==> src/rtl/boot_pkg.sv <==
// rtl/boot_pkg.sv - shared states and frame constants for the UART boot loader.
package boot_pkg;

    localparam logic [7:0] SYNC_BYTE      = 8'hA5;
    localparam int         BYTES_PER_WORD = 4;
    localparam int         COUNT_W        = 16;

    typedef enum logic [2:0] {
        ST_IDLE,
        ST_CNT_LO,
        ST_CNT_HI,
        ST_DATA,
        ST_CSUM,
        ST_DONE,
        ST_ERR
    } boot_state_e;

    typedef enum logic [1:0] {
        RX_IDLE,
        RX_START,
        RX_BITS,
        RX_STOP
    } rx_state_e;

endpackage

==> src/rtl/uart_rx_core.sv <==
// rtl/uart_rx_core.sv - 8N1 UART receiver: synchronizer, mid-bit sampler, shift register.
module uart_rx_core #(
    parameter int CLKS_PER_BIT = 868
) (
    input  logic       clk,
    input  logic       rst,
    input  logic       rx,
    output logic       byte_valid,
    output logic [7:0] byte_data,
    output logic       frame_err
);
    import boot_pkg::*;

    localparam int            CW   = $clog2(CLKS_PER_BIT);
    localparam logic [CW-1:0] HALF = CW'(CLKS_PER_BIT / 2 - 1);
    localparam logic [CW-1:0] FULL = CW'(CLKS_PER_BIT - 1);

    logic          rx_meta_q, rx_sync_q, rx_prev_q;
    rx_state_e     state_q, state_d;
    logic [CW-1:0] cnt_q, cnt_d;
    logic [2:0]    bit_q, bit_d;
    logic [7:0]    shift_q, shift_d;
    logic          valid_q, valid_d;
    logic          ferr_q, ferr_d;

    always_ff @(posedge clk) begin
        if (rst) begin
            rx_meta_q <= 1'b1;
            rx_sync_q <= 1'b1;
            rx_prev_q <= 1'b1;
            state_q   <= RX_IDLE;
            cnt_q     <= '0;
            bit_q     <= '0;
            shift_q   <= '0;
            valid_q   <= 1'b0;
            ferr_q    <= 1'b0;
        end else begin
            rx_meta_q <= rx;
            rx_sync_q <= rx_meta_q;
            rx_prev_q <= rx_sync_q;
            state_q   <= state_d;
            cnt_q     <= cnt_d;
            bit_q     <= bit_d;
            shift_q   <= shift_d;
            valid_q   <= valid_d;
            ferr_q    <= ferr_d;
        end
    end

    always_comb begin
        state_d = state_q;
        cnt_d   = cnt_q;
        bit_d   = bit_q;
        shift_d = shift_q;
        valid_d = 1'b0;
        ferr_d  = 1'b0;
        case (state_q)
            RX_IDLE: begin
                if (rx_prev_q && !rx_sync_q) begin
                    state_d = RX_START;
                    cnt_d   = '0;
                end
            end
            RX_START: begin
                // A line that is high again at mid start bit was only a glitch.
                if (cnt_q == HALF) begin
                    cnt_d   = '0;
                    bit_d   = '0;
                    state_d = rx_sync_q ? RX_IDLE : RX_BITS;
                end else begin
                    cnt_d = cnt_q + CW'(1);
                end
            end
            RX_BITS: begin
                if (cnt_q == FULL) begin
                    cnt_d   = '0;
                    shift_d = {rx_sync_q, shift_q[7:1]};
                    if (bit_q == 3'd7) state_d = RX_STOP;
                    else               bit_d   = bit_q + 3'd1;
                end else begin
                    cnt_d = cnt_q + CW'(1);
                end
            end
            RX_STOP: begin
                if (cnt_q == FULL) begin
                    cnt_d   = '0;
                    state_d = RX_IDLE;
                    valid_d = rx_sync_q;
                    ferr_d  = !rx_sync_q;
                end else begin
                    cnt_d = cnt_q + CW'(1);
                end
            end
            default: state_d = RX_IDLE;
        endcase
    end

    assign byte_valid = valid_q;
    assign byte_data  = shift_q;
    assign frame_err  = ferr_q;

endmodule

==> src/rtl/uart_boot_loader.sv <==
// rtl/uart_boot_loader.sv - receives a framed image over UART, writes it to instruction
// RAM and releases the CPU from reset once the checksum matches.
module uart_boot_loader #(
    parameter int CLKS_PER_BIT = 868,
    parameter int ADDR_W       = 8,
    parameter int TIMEOUT_CYC  = 1000000
) (
    input  logic              clk,
    input  logic              rst,
    input  logic              uart_rx,
    output logic              imem_we,
    output logic [ADDR_W-1:0] imem_addr,
    output logic [31:0]       imem_wdata,
    output logic              cpu_rst,
    output logic              boot_done,
    output logic              boot_err
);
    import boot_pkg::*;

    localparam int AW1   = ADDR_W + 1;
    localparam int TW    = $clog2(TIMEOUT_CYC + 1);
    localparam int DEPTH = 2 ** ADDR_W;

    logic               byte_valid, frame_err;
    logic [7:0]         byte_data;

    boot_state_e        state_q, state_d;
    logic [COUNT_W-1:0] count_q, count_d;
    logic [AW1-1:0]     addr_q, addr_d;
    logic [1:0]         byte_idx_q, byte_idx_d;
    logic [23:0]        word_q, word_d;
    logic               we_q, we_d;
    logic [31:0]        wdata_q, wdata_d;
    logic [7:0]         csum_q, csum_d;
    logic [TW-1:0]      to_cnt_q, to_cnt_d;
    logic [COUNT_W-1:0] n_words;
    logic               counting, timeout_fire;

    uart_rx_core #(.CLKS_PER_BIT(CLKS_PER_BIT)) u_rx (
        .clk        (clk),
        .rst        (rst),
        .rx         (uart_rx),
        .byte_valid (byte_valid),
        .byte_data  (byte_data),
        .frame_err  (frame_err)
    );

    assign counting     = (state_q == ST_CNT_LO) || (state_q == ST_CNT_HI) ||
                          (state_q == ST_DATA)   || (state_q == ST_CSUM);
    // Counter holds "cycles since the last byte_valid", so firing at TIMEOUT_CYC-1
    // puts boot_err exactly TIMEOUT_CYC cycles after that byte_valid.
    assign timeout_fire = counting && !byte_valid && (to_cnt_q == TW'(TIMEOUT_CYC - 1));
    assign n_words      = {byte_data, count_q[7:0]};

    always_ff @(posedge clk) begin
        if (rst) begin
            state_q    <= ST_IDLE;
            count_q    <= '0;
            addr_q     <= '0;
            byte_idx_q <= '0;
            word_q     <= '0;
            we_q       <= 1'b0;
            wdata_q    <= '0;
            csum_q     <= '0;
            to_cnt_q   <= '0;
        end else begin
            state_q    <= state_d;
            count_q    <= count_d;
            addr_q     <= addr_d;
            byte_idx_q <= byte_idx_d;
            word_q     <= word_d;
            we_q       <= we_d;
            wdata_q    <= wdata_d;
            csum_q     <= csum_d;
            to_cnt_q   <= to_cnt_d;
        end
    end

    always_comb begin
        state_d    = state_q;
        count_d    = count_q;
        addr_d     = addr_q;
        byte_idx_d = byte_idx_q;
        word_d     = word_q;
        we_d       = 1'b0;
        wdata_d    = wdata_q;
        csum_d     = csum_q;
        to_cnt_d   = to_cnt_q;

        if (we_q) addr_d = addr_q + AW1'(1);

        if (byte_valid)                         to_cnt_d = TW'(1);
        else if (!counting)                     to_cnt_d = '0;
        else if (to_cnt_q != TW'(TIMEOUT_CYC))  to_cnt_d = to_cnt_q + TW'(1);

        case (state_q)
            ST_IDLE, ST_ERR: begin
                if (byte_valid && byte_data == SYNC_BYTE) begin
                    state_d = ST_CNT_LO;
                    csum_d  = '0;
                end
            end
            ST_CNT_LO: begin
                if (byte_valid) begin
                    count_d[7:0] = byte_data;
                    state_d      = ST_CNT_HI;
                end
            end
            ST_CNT_HI: begin
                if (byte_valid) begin
                    count_d    = n_words;
                    addr_d     = '0;
                    byte_idx_d = '0;
                    if (n_words == '0 || 32'(n_words) > 32'(DEPTH)) state_d = ST_ERR;
                    else                                           state_d = ST_DATA;
                end
            end
            ST_DATA: begin
                if (byte_valid) begin
                    word_d     = {byte_data, word_q[23:8]};
                    csum_d     = csum_q + byte_data;
                    byte_idx_d = byte_idx_q + 2'd1;
                    if (byte_idx_q == 2'(BYTES_PER_WORD - 1)) begin
                        we_d    = 1'b1;
                        wdata_d = {byte_data, word_q};
                        if (32'(addr_q) + 32'd1 == 32'(count_q)) state_d = ST_CSUM;
                    end
                end
            end
            ST_CSUM: begin
                if (byte_valid) state_d = (byte_data == csum_q) ? ST_DONE : ST_ERR;
            end
            default: ;
        endcase

        if (counting && (frame_err || timeout_fire)) state_d = ST_ERR;
    end

    assign imem_we    = we_q;
    assign imem_addr  = addr_q[ADDR_W-1:0];
    assign imem_wdata = wdata_q;
    assign cpu_rst    = (state_q != ST_DONE);
    assign boot_done  = (state_q == ST_DONE);
    assign boot_err   = (state_q == ST_ERR);

endmodule

==> config.mk <==
export PLATFORM = sky130hd
export DESIGN_NAME = uart_boot_loader
export DESIGN_NICKNAME = d
export VERILOG_FILES = /design/src/rtl/boot_pkg.sv /design/src/rtl/uart_rx_core.sv /design/src/rtl/uart_boot_loader.sv
export SDC_FILE = /design/constraint.sdc
export NUM_CORES = 1
export LEC_CHECK = 0
export ABC_AREA = 1
export CORE_AREA = 2 2 113 115
export CTS_CLUSTER_DIAMETER = 60
export CTS_CLUSTER_SIZE = 20
export DETAILED_ROUTE_END_ITERATION = 10
export DIE_AREA = 0 0 115 117
export MAX_ROUTING_LAYER = met4
export PLACE_DENSITY = 0.74
export RECOVER_POWER = 50
export SLEW_MARGIN = 5
export SYNTH_ARGS = -nofsm -noshare
export SYNTH_HDL_FRONTEND = slang
export SYNTH_HIERARCHICAL = 1
export SYNTH_SLANG_ARGS = --single-unit
export TNS_END_PERCENT = 1
==> constraint.sdc <==
create_clock -name clk -period 3 [get_ports clk]
set_input_delay 0.6 -clock clk [delete_from_list [all_inputs] [get_ports clk]]
set_output_delay 0.6 -clock clk [all_outputs]
set_load 0.01 [all_outputs]
==> metrics.md, run 1 <==
| Metric | Value |
|---|---|
| Seq/Total Area, Yosys | `43.4%` |
| Detailed Place HPWL | `9480 microns` |
| Vias | `5810` |
| # DRC | `0` |
| R2r endpoint | `imem_wdata[9]$_SDFFE_PP0P_` |
| Crit-path max FO | `8` |
| Synthesized instance count | `907` |
| Chip Width | `115 microns` |
| Chip Height | `117 microns` |
| Row Count | `41` |
| Unrepaired setup endpoints after global routing | `false` |
| Hold crit path type | `reg -> reg` |
| First-pass GRT wire length | `23600 microns` |
| Critical path endpoint category | `output pin` |
| Worst setup endpoint | `boot_err` |
| Final TNS setup | `0 ps` |
| Net Count, Synth | `926` |
| Synth Warn # | `6` |
| Largest net degree at the start of global routing | `72` |
| Worst R2R Setup Slack | `750 ps` |
| Synth area leader | `dfxtp_1` |
| 1st-iter DRT viols | `474` |
| Sink Count | `143` |
| Hold Vio Cnt, Final | `0` |
| Final Skew | `9.92 ps` |
| Total CTS buffers | `17` |
| Max_cap viols | `0` |
| Cts repair resizes | `0` |
| H-Tree Level Count | `4` |
| Final period utilization | `81.3%` |
| Commonest non-fill, non-tap cell in the layout | `nand2_1` |
| Clk buf depth | `2` |
| GRT Util Overall | `22.5%` |
| Yosys cell types | `39` |
| Most frequent cells in the layout | `147 x nand2_1, 143 x dfxtp_1, 125 x inv_1` |
| Pins Over Slew Limit | `0` |
| CTS tree | `built` |
| Drt first pass iters | `5` |
| Clock Pin Slew Worst Setup and Hold Paths | `60 ps` |
| Core Util, Final | `62.2%` |
| Number of synthesized register bits | `143` |
| Starting density of the core | `53.6%` |
| Pwr dens | `555 nW/um^2` |
| Initial antenna violation count | `0` |
| Post-CTS setup buffer count | `0` |
| IO buf count | `46` |
| Post-route ant nets | `0` |
| # hold bufs at CTS | `0` |
| CTS Root Cell | `clkbuf_16` |
| Routed wire length | `13800 microns` |
| CP required | `2400 ps` |
| CP startpoint kind | `register` |
| Clock latency at the later pin of the worst-skew pair | `420 ps` |
| CP startpoint | `state_q[2]$_SDFFE_PP0P_` |
| Via density | `5.27` |
| Status | `completed` |
| GPL Wtd Cong | `0.940` |
| Crit path kind | `reg -> out` |
| Arr. time, crit path | `1840 ps` |
| Share of layout cells above drive strength 1 | `6.72%` |
| Die area | `13500 sq um` |
| Fraction of registers with async set/reset | `0%` |
| Worst path slowest cell | `clkdlybuf4s50_1` |
| Hold-critical path depth | `1` |
| Worst r2r path cells | `9` |
| Vias in the first global route | `5198` |
| Final setup fails | `0` |
| Slew Limit Headroom | `21.3%` |
| Layout Cell Area excl Fill | `7660 sq um` |
| Post-Syn Area | `6600 sq um` |
| Static leakage | `3.00 nW` |
| Total global routing overflow | `0` |
| N_diodes | `0` |
| Post-synth EDFFs | `0` |
| Worst ir drop on vdd | `312 uV` |
| Top FF cell, synth | `dfxtp_1` |
| Crit-path cells | `inv_1, nor2_1, clkdlybuf4s50_1` |
| Slew @ Worst Pin | `1180 ps` |
| Placed inst area | `7100 sq um` |
| Max Freq | `0.410 GHz` |
| Synth area leaders | `dfxtp_1 43%, nand2_1 8.3%, o21ai_0 8.0%` |
| Final net count | `960` |
| Final worst path period need | `2440 ps` |
| Avg Synthesized Cell Area | `7.27 sq um` |
| R2r startpoint | `state_q[2]$_SDFFE_PP0P_` |
| Core box area | `12300 sq um` |
| WHS | `414 ps` |
| WL/cell | `12.5 microns` |
| Synthesis-to-finish area growth | `16.2%` |
| Max stage delay on crit path | `590 ps` |
| Post-synth top area share | `43.4%` |
| # IOs | `47` |
-- synth_stat cells (all sizes together) (2+ instances only) --
master	number
nand2	150
a21oi	99
clkinv	3
clkbuf	15
or2	3
nand4	16
a31oi	2
nor3	15
o211ai	4
dfxtp	143
o21ai	109
a211oi	7
nand3b	3
buf	22
xor2	8
nor4	8
nand3	62
nor2	86
ha	15
inv	131
-- through the flow --
| stage | power (mW) | setup slack [ps] | instances |
|---|---|---|---|
| global route | 4.38 | 318 | 1103 |
| CTS | 4.28 | 544 | 1103 |
| detailed placement | 2.17 | 763 | 1072 |
| floorplan | 2.12 | 1150 | 907 |
| global placement | 2.17 | 838 | 1072 |
| finish | 4.25 | 560 | 1103 |
-- logic make-up (layout without fill, tap and decap cells) --
logic type,count (synthesis),in the layout,share of synthesized area (%)
AOI/OAI and AO/OA,224,224,17.6
adders and majority gates,16,16,3.15
and+or+nand+nor,344,344,24.1
buffers and inverters,171,217,10.5
DFF,143,143,43.4
xor gates and xnor gates,9,9,1.20
-- worst max-delay path, delay by kind of cell (launching register included) --
family,cells,cell delay [ps]
simple gates,1,230
buf+inv,2,710
flops,1,490
-- report_power, final --
group          internal [mW]  total [mW]  switching, mW
Combinational         0.0547       0.195          0.140
Sequential              1.91        1.93         0.0139
Clock                   1.31        2.13          0.818
-- worst min path at each step --
stage | end | slack (ps) | startpoint
2_1_floorplan | u_rx/rx_sync_q$_SDFF_PP1_ | 390 | u_rx/rx_meta_q$_SDFF_PP1_
3_3_place_gp | u_rx/rx_sync_q$_SDFF_PP1_ | 390 | u_rx/rx_meta_q$_SDFF_PP1_
3_5_place_dp | u_rx/rx_sync_q$_SDFF_PP1_ | 400 | u_rx/rx_meta_q$_SDFF_PP1_
4_1_cts | u_rx/rx_sync_q$_SDFF_PP1_ | 420 | u_rx/rx_meta_q$_SDFF_PP1_
5_1_grt | u_rx/rx_sync_q$_SDFF_PP1_ | 430 | u_rx/rx_meta_q$_SDFF_PP1_
6_report | u_rx/rx_sync_q$_SDFF_PP1_ | 410 | u_rx/rx_meta_q$_SDFF_PP1_
-- state kept, by name (all words and copies together), names as in the netlist, 8 cells and up, named ones only --
name / flops
csum_q: 8
word_q: 24
u_rx/byte_data: 8
imem_wdata: 32
to_cnt_q: 20
u_rx/cnt_q: 10
count_q: 16
addr_q: 9
-- layer usage --
layer  vias to the layer above  share of wire [%]  global-route usage [%]
met2                       128                 47                    36.3
met5                         -                  0                       -
met4                         0                1.9                    8.76
li1                       3045                  -                       -
met1                      2613                 46                    27.9
met3                        24                4.4                    4.58
-- cell type report --
cell class                      instances  area [sq um]
Inverter                              134           503
Tap cell                              150           188
Clock inverter                         12           163
Sequential cell                       143          2860
Fill cell                            1118          4650
Multi-Input combinational cell        593          3020
Timing Repair Buffer                   52           499
Clock buffer                           19           433
(Power assumes the default switching activity.)
==> run 2: changes to the inputs <==
Clock period 3 ns to 2.5 ns, I/O delays scaled along.
==> metrics.md, run 2 (synthesis results as in run 1) <==
| Metric | Value |
|---|---|
| Chip Width | `115 microns (unchanged)` |
| Largest net degree at the start of global routing | `72 (unchanged)` |
| Slew Limit Headroom | `30.0% (+8.7 points)` |
| Max Freq | `0.420 GHz` |
| Total global routing overflow | `0 (unchanged)` |
| Placed inst area | `7140 sq um (+0.56%)` |
| Chip Height | `117 microns (unchanged)` |
| Clk buf depth | `2 (unchanged)` |
| CP required | `2000 ps (-400 ps)` |
| Cts repair resizes | `0 (unchanged)` |
| Starting density of the core | `53.6% (unchanged)` |
| Post-route ant nets | `0 (unchanged)` |
| Layout Cell Area excl Fill | `7750 sq um (+1.1%)` |
| P_int | `4.24 mW (+29%)` |
| Worst path slowest cell | `clkdlybuf4s50_1` |
| # hold bufs at CTS | `0 (unchanged)` |
| Detailed Place HPWL | `9600 microns (+1.3%)` |
| Row Count | `41 (unchanged)` |
| Critical path endpoint category | `output pin` |
| Commonest non-fill, non-tap cell in the layout | `nand2_1` |
| First-pass GRT wire length | `23500 microns (-0.50%)` |
| Pwr dens | `692 nW/um^2 (+25%)` |
| # DRC | `0 (unchanged)` |
| Final TNS setup | `0 ps (unchanged)` |
| Static leakage | `3.08 nW (+2.6%)` |
| Unrepaired setup endpoints after global routing | `false` |
| Largest register FFs | `32 (unchanged)` |
| Core box area | `12300 sq um (unchanged)` |
| CTS tree | `built` |
| Finished Layout Cells | `1103 (unchanged)` |
| Post-CTS setup buffer count | `0 (unchanged)` |
| Final setup fails | `0 (unchanged)` |
| Final period utilization | `95.2%` |
| Most frequent cells in the layout | `147 x nand2_1, 143 x dfxtp_1, 126 x inv_1` |
| GPL Wtd Cong | `0.895 (-4.8%)` |
| Final worst path period need | `2380 ps` |
| Crit path kind | `reg -> out` |
| Drt first pass iters | `6 (+1)` |
| Status | `completed` |
| CTS Root Cell | `clkbuf_16` |
| Clock group share of total power | `52.6% (+2.5 points)` |
| N_diodes | `0 (unchanged)` |
| Via density | `5.30 (+0.69%)` |
| GRT Util Overall | `22.3% (-0.23 points)` |
| Crit-path cells | `inv_1, nor2_1, clkdlybuf4s50_1` |
| Routed wire length | `14000 microns (+1.2%)` |
| NetSw | `1.12 mW (+15%)` |
| 1st-iter DRT viols | `532 (+12%)` |
| Pins Over Slew Limit | `0 (unchanged)` |
| Comb pwr share | `4.3% (-0.3 points)` |
| Final net count | `962 (+0.21%)` |
| Max_cap viols | `0 (unchanged)` |
| # IOs | `47 (unchanged)` |
| Vias | `5850 (+0.69%)` |
| Placed Cells | `1074 (+0.19%)` |
| Initial antenna violation count | `0 (unchanged)` |
| Share of layout cells above drive strength 1 | `6.40% (-0.31 points)` |
| WL/cell | `12.7 microns (+1.2%)` |
| CP startpoint kind | `register` |
| Final Skew | `12.0 ps (+2.09 ps)` |
| Crit-path max FO | `8 (unchanged)` |
| Die area | `13500 sq um (unchanged)` |
| Clock Pin Slew Worst Setup and Hold Paths | `60 ps (about the same)` |
| Hold Vio Cnt, Final | `0 (unchanged)` |
| Synthesis-to-finish area growth | `17.4%` |
| Clock latency at the later pin of the worst-skew pair | `420 ps (about the same)` |
| Slew @ Worst Pin | `1050 ps (-130 ps)` |
| IO buf count | `46 (unchanged)` |
| Total power | `5.36 mW (+26%)` |
| Vias in the first global route | `5140 (-1.1%)` |
| Sequential share of power | `43.1% (-2.3 points)` |
| Worst ir drop on vdd | `792 uV (+150%)` |
| WHS | `407 ps (-6.40 ps)` |
| Hold crit path type | `reg -> reg` |
| Sink Count | `143 (unchanged)` |
| Total CTS buffers | `17 (unchanged)` |
| Sw frac | `20.8% (-2.0 points)` |
| Arr. time, crit path | `1880 ps (+40 ps)` |
| H-Tree Level Count | `4 (unchanged)` |
| Max stage delay on crit path | `590 ps (about the same)` |
## run 2: changes by cell type in the layout (fill, tap and decap cells not counted), sizes merged
cell,delta
clkdlybuf4s50,-11
clkbuf,-1
clkinv,-3
dlygate4sd3,+11
bufinv,+3
inv,-2
buf,+3
## run 2: path summary, 6_finish.rpt
check | startpoint | endpoint | slack (ps) | depth (start not counted)
setup reg to reg | state_q[1]$_SDFFE_PP0P_ | imem_wdata[6]$_SDFFE_PP0P_ | 420 | 10
hold / removal | u_rx/rx_meta_q$_SDFF_PP1_ | u_rx/rx_sync_q$_SDFF_PP1_ | 410 | 1
hold reg to reg | u_rx/rx_meta_q$_SDFF_PP1_ | u_rx/rx_sync_q$_SDFF_PP1_ | 410 | 1
setup / recovery | state_q[2]$_SDFFE_PP0P_ | boot_err | 120 | 3
## run 2: layout make-up
class	count	area [sq um]
fill	1108	4570
multi-input combinational	593	3010
sequential	143	2860
timing repair buffer	54	527
inverter	134	503
clock buffer	19	443
clock inverter	10	213
tap	150	188
## run 2: power groups by stage
stage          clock [mW]  sequential [mW]  combinational [mW]
4_1_cts              2.86             2.31               0.242
3_5_place_dp            0             2.36               0.241
5_1_grt              2.96             2.31               0.264
3_3_place_gp            0             2.36               0.241
6_report             2.82             2.31               0.230
2_1_floorplan           0             2.36               0.184
## run 2: critical path: cells and delay by family (launching register included)
family,cells,cell delay [ps]
AND/OR/NAND/NOR,1,250
flip-flops,1,490
buffers and inverters,2,710
## run 2: routing by layer
layer | wire length, microns | vias up | global-route usage [%] | part of all wire (%)
met4 | 201 | 0 | 7.79 | 1.4
met2 | 6640 | 121 | 34.8 | 47
met5 | 0 | - | - | 0
li1 | - | 3041 | - | -
met3 | 541 | 15 | 4.84 | 3.9
met1 | 6620 | 2673 | 28.7 | 47
## run 2: stage by stage
stage                     utilization, %  worst slack, ps
after global placement              58.0              547
after detailed placement            58.0              499
after floorplan                        -              650
after global routing                62.9             37.6
final                               62.9              119
after CTS                           63.3              123
==> run 3: changes to the inputs <==
Settings changed: GPL_ROUTABILITY_DRIVEN from default to 0.
==> metrics.md, run 3 (synthesis results as in run 1) <==
| Metric | Value |
|---|---|
| 1st-iter DRT viols | `463 (-13%)` |
| Worst ir drop on vdd | `670 uV (-15%)` |
| Die area | `13500 sq um (unchanged)` |
| Max Freq | `0.434 GHz (+3.4%)` |
| Hold crit path type | `reg -> reg` |
| Max_cap viols | `0 (unchanged)` |
| Slew Limit Headroom | `37.3% (+7.3 points)` |
| Arr. time, crit path | `1800 ps (-80 ps)` |
| WL/cell | `12.5 microns (-1.9%)` |
| CP startpoint kind | `register` |
| Synthesis-to-finish area growth | `16.6%` |
| CTS Root Cell | `clkbuf_16` |
| Post-CTS setup buffer count | `0 (unchanged)` |
| Share of layout cells above drive strength 1 | `6.99% (+0.59 points)` |
| Largest register FFs | `32 (unchanged)` |
| Commonest non-fill, non-tap cell in the layout | `nand2_1` |
| # hold bufs at CTS | `0 (unchanged)` |
| # DRC | `0 (unchanged)` |
| Vias in the first global route | `5266 (+2.5%)` |
| Drt first pass iters | `5 (-1)` |
| Routed wire length | `13800 microns (-1.4%)` |
| Final worst path period need | `2300 ps (-79.0 ps)` |
| Starting density of the core | `53.6% (unchanged)` |
| Final Skew | `8.51 ps (-3.49 ps)` |
| Multi-input logic area | `3020 sq um (+0.46%)` |
| Largest net degree at the start of global routing | `72 (unchanged)` |
| Crit path kind | `reg -> out` |
| Final TNS setup | `0 ps (unchanged)` |
| Total global routing overflow | `0 (unchanged)` |
| Unrepaired setup endpoints after global routing | `false` |
| Clock latency at the later pin of the worst-skew pair | `420 ps (about the same)` |
| CTS tree | `built` |
| Final setup fails | `0 (unchanged)` |
| Pins Over Slew Limit | `0 (unchanged)` |
| Clock Pin Slew Worst Setup and Hold Paths | `60 ps (about the same)` |
| Hold Vio Cnt, Final | `0 (unchanged)` |
| Worst R2R Setup Slack | `360 ps (-60 ps)` |
| Post-route ant nets | `0 (unchanged)` |
| Crit-path max FO | `8 (unchanged)` |
| # fillers | `1104 (-0.36%)` |
| Status | `completed` |
| WHS | `413 ps (+5.32 ps)` |
| Clk buf depth | `2 (unchanged)` |
| CP required | `2000 ps (about the same)` |
| Initial antenna violation count | `0 (unchanged)` |
| Static leakage | `3.05 nW (-1.2%)` |
| N_diodes | `0 (unchanged)` |
| Vias | `5749 (-1.7%)` |
| First-pass GRT wire length | `23800 microns (+1.5%)` |
| Chip Width | `115 microns (unchanged)` |
| Row Count | `41 (unchanged)` |
| Most frequent cells in the layout | `146 x nand2_1, 143 x dfxtp_1, 127 x inv_1` |
| Total CTS buffers | `17 (unchanged)` |
| Core box area | `12300 sq um (unchanged)` |
| IO buf count | `46 (unchanged)` |
| Detailed Place HPWL | `9630 microns (+0.29%)` |
| Pwr dens | `647 nW/um^2 (-6.5%)` |
| Via density | `5.19 (-2.2%)` |
| Cts repair resizes | `0 (unchanged)` |
| Slew @ Worst Pin | `937 ps (-113 ps)` |
| Chip Height | `117 microns (unchanged)` |
| # IOs | `47 (unchanged)` |
| Sink Count | `143 (unchanged)` |
| Final net count | `964 (+0.21%)` |
| GRT Util Overall | `22.5% (+0.23 points)` |
| H-Tree Level Count | `4 (unchanged)` |
| Critical path endpoint category | `output pin` |
| Final period utilization | `92.1% (-3.2 points)` |
| Reg area | `2860 sq um (unchanged)` |
-- run 3: metrics by stage --
step	cells	instance area (sq um)	utilization, %	setup WS [ps]	total power [mW]
4_1_cts	1108	7730	62.8	133	5.02
6_report	1108	7690	62.5	198	4.98
2_1_floorplan	907	6600	-	650	2.54
5_1_grt	1108	7690	62.5	71.9	5.14
3_5_place_dp	1076	7150	58.1	444	2.61
3_3_place_gp	1076	7150	58.1	455	2.61
-- run 3: worst paths after layout --
kind,depth (start not counted),start,to
max,3,state_q[2]$_SDFFE_PP0P_,boot_err
min,1,u_rx/rx_meta_q$_SDFF_PP1_,u_rx/rx_sync_q$_SDFF_PP1_
max reg2reg,9,state_q[1]$_SDFFE_PP0P_,to_cnt_q[14]$_SDFFE_PP0P_
min reg2reg,1,u_rx/rx_meta_q$_SDFF_PP1_,u_rx/rx_sync_q$_SDFF_PP1_
-- run 3: layout make-up --
cell class,instances,share of cell area (%)
multi-input cells,593,39.3
flip-flops and latches,143,37.2
repair buffers,56,6.99
inverters,134,6.54
clock buffers,21,6.11
well taps,150,2.44
clock inverters,11,1.40
-- run 3: per-layer routing --
layer  track usage (%)  part of all wire, %
met5                 -                    0
met4              6.91                 0.91
met3              5.41                  3.5
met2              35.9                   46
met1              28.5                   49
-- run 3: worst max-delay path: stages (launching register included) --
cell	delay, ps
dfxtp_1	440
inv_1	100
nor2_1	250
clkdlybuf4s50_1	600
-- run 3: report_power, final --
group | total [mW] | switching [mW] | internal [mW]
Sequential | 2.31 | 0.0151 | 2.30
Combinational | 0.236 | 0.169 | 0.0671
Clock | 2.43 | 0.977 | 1.45
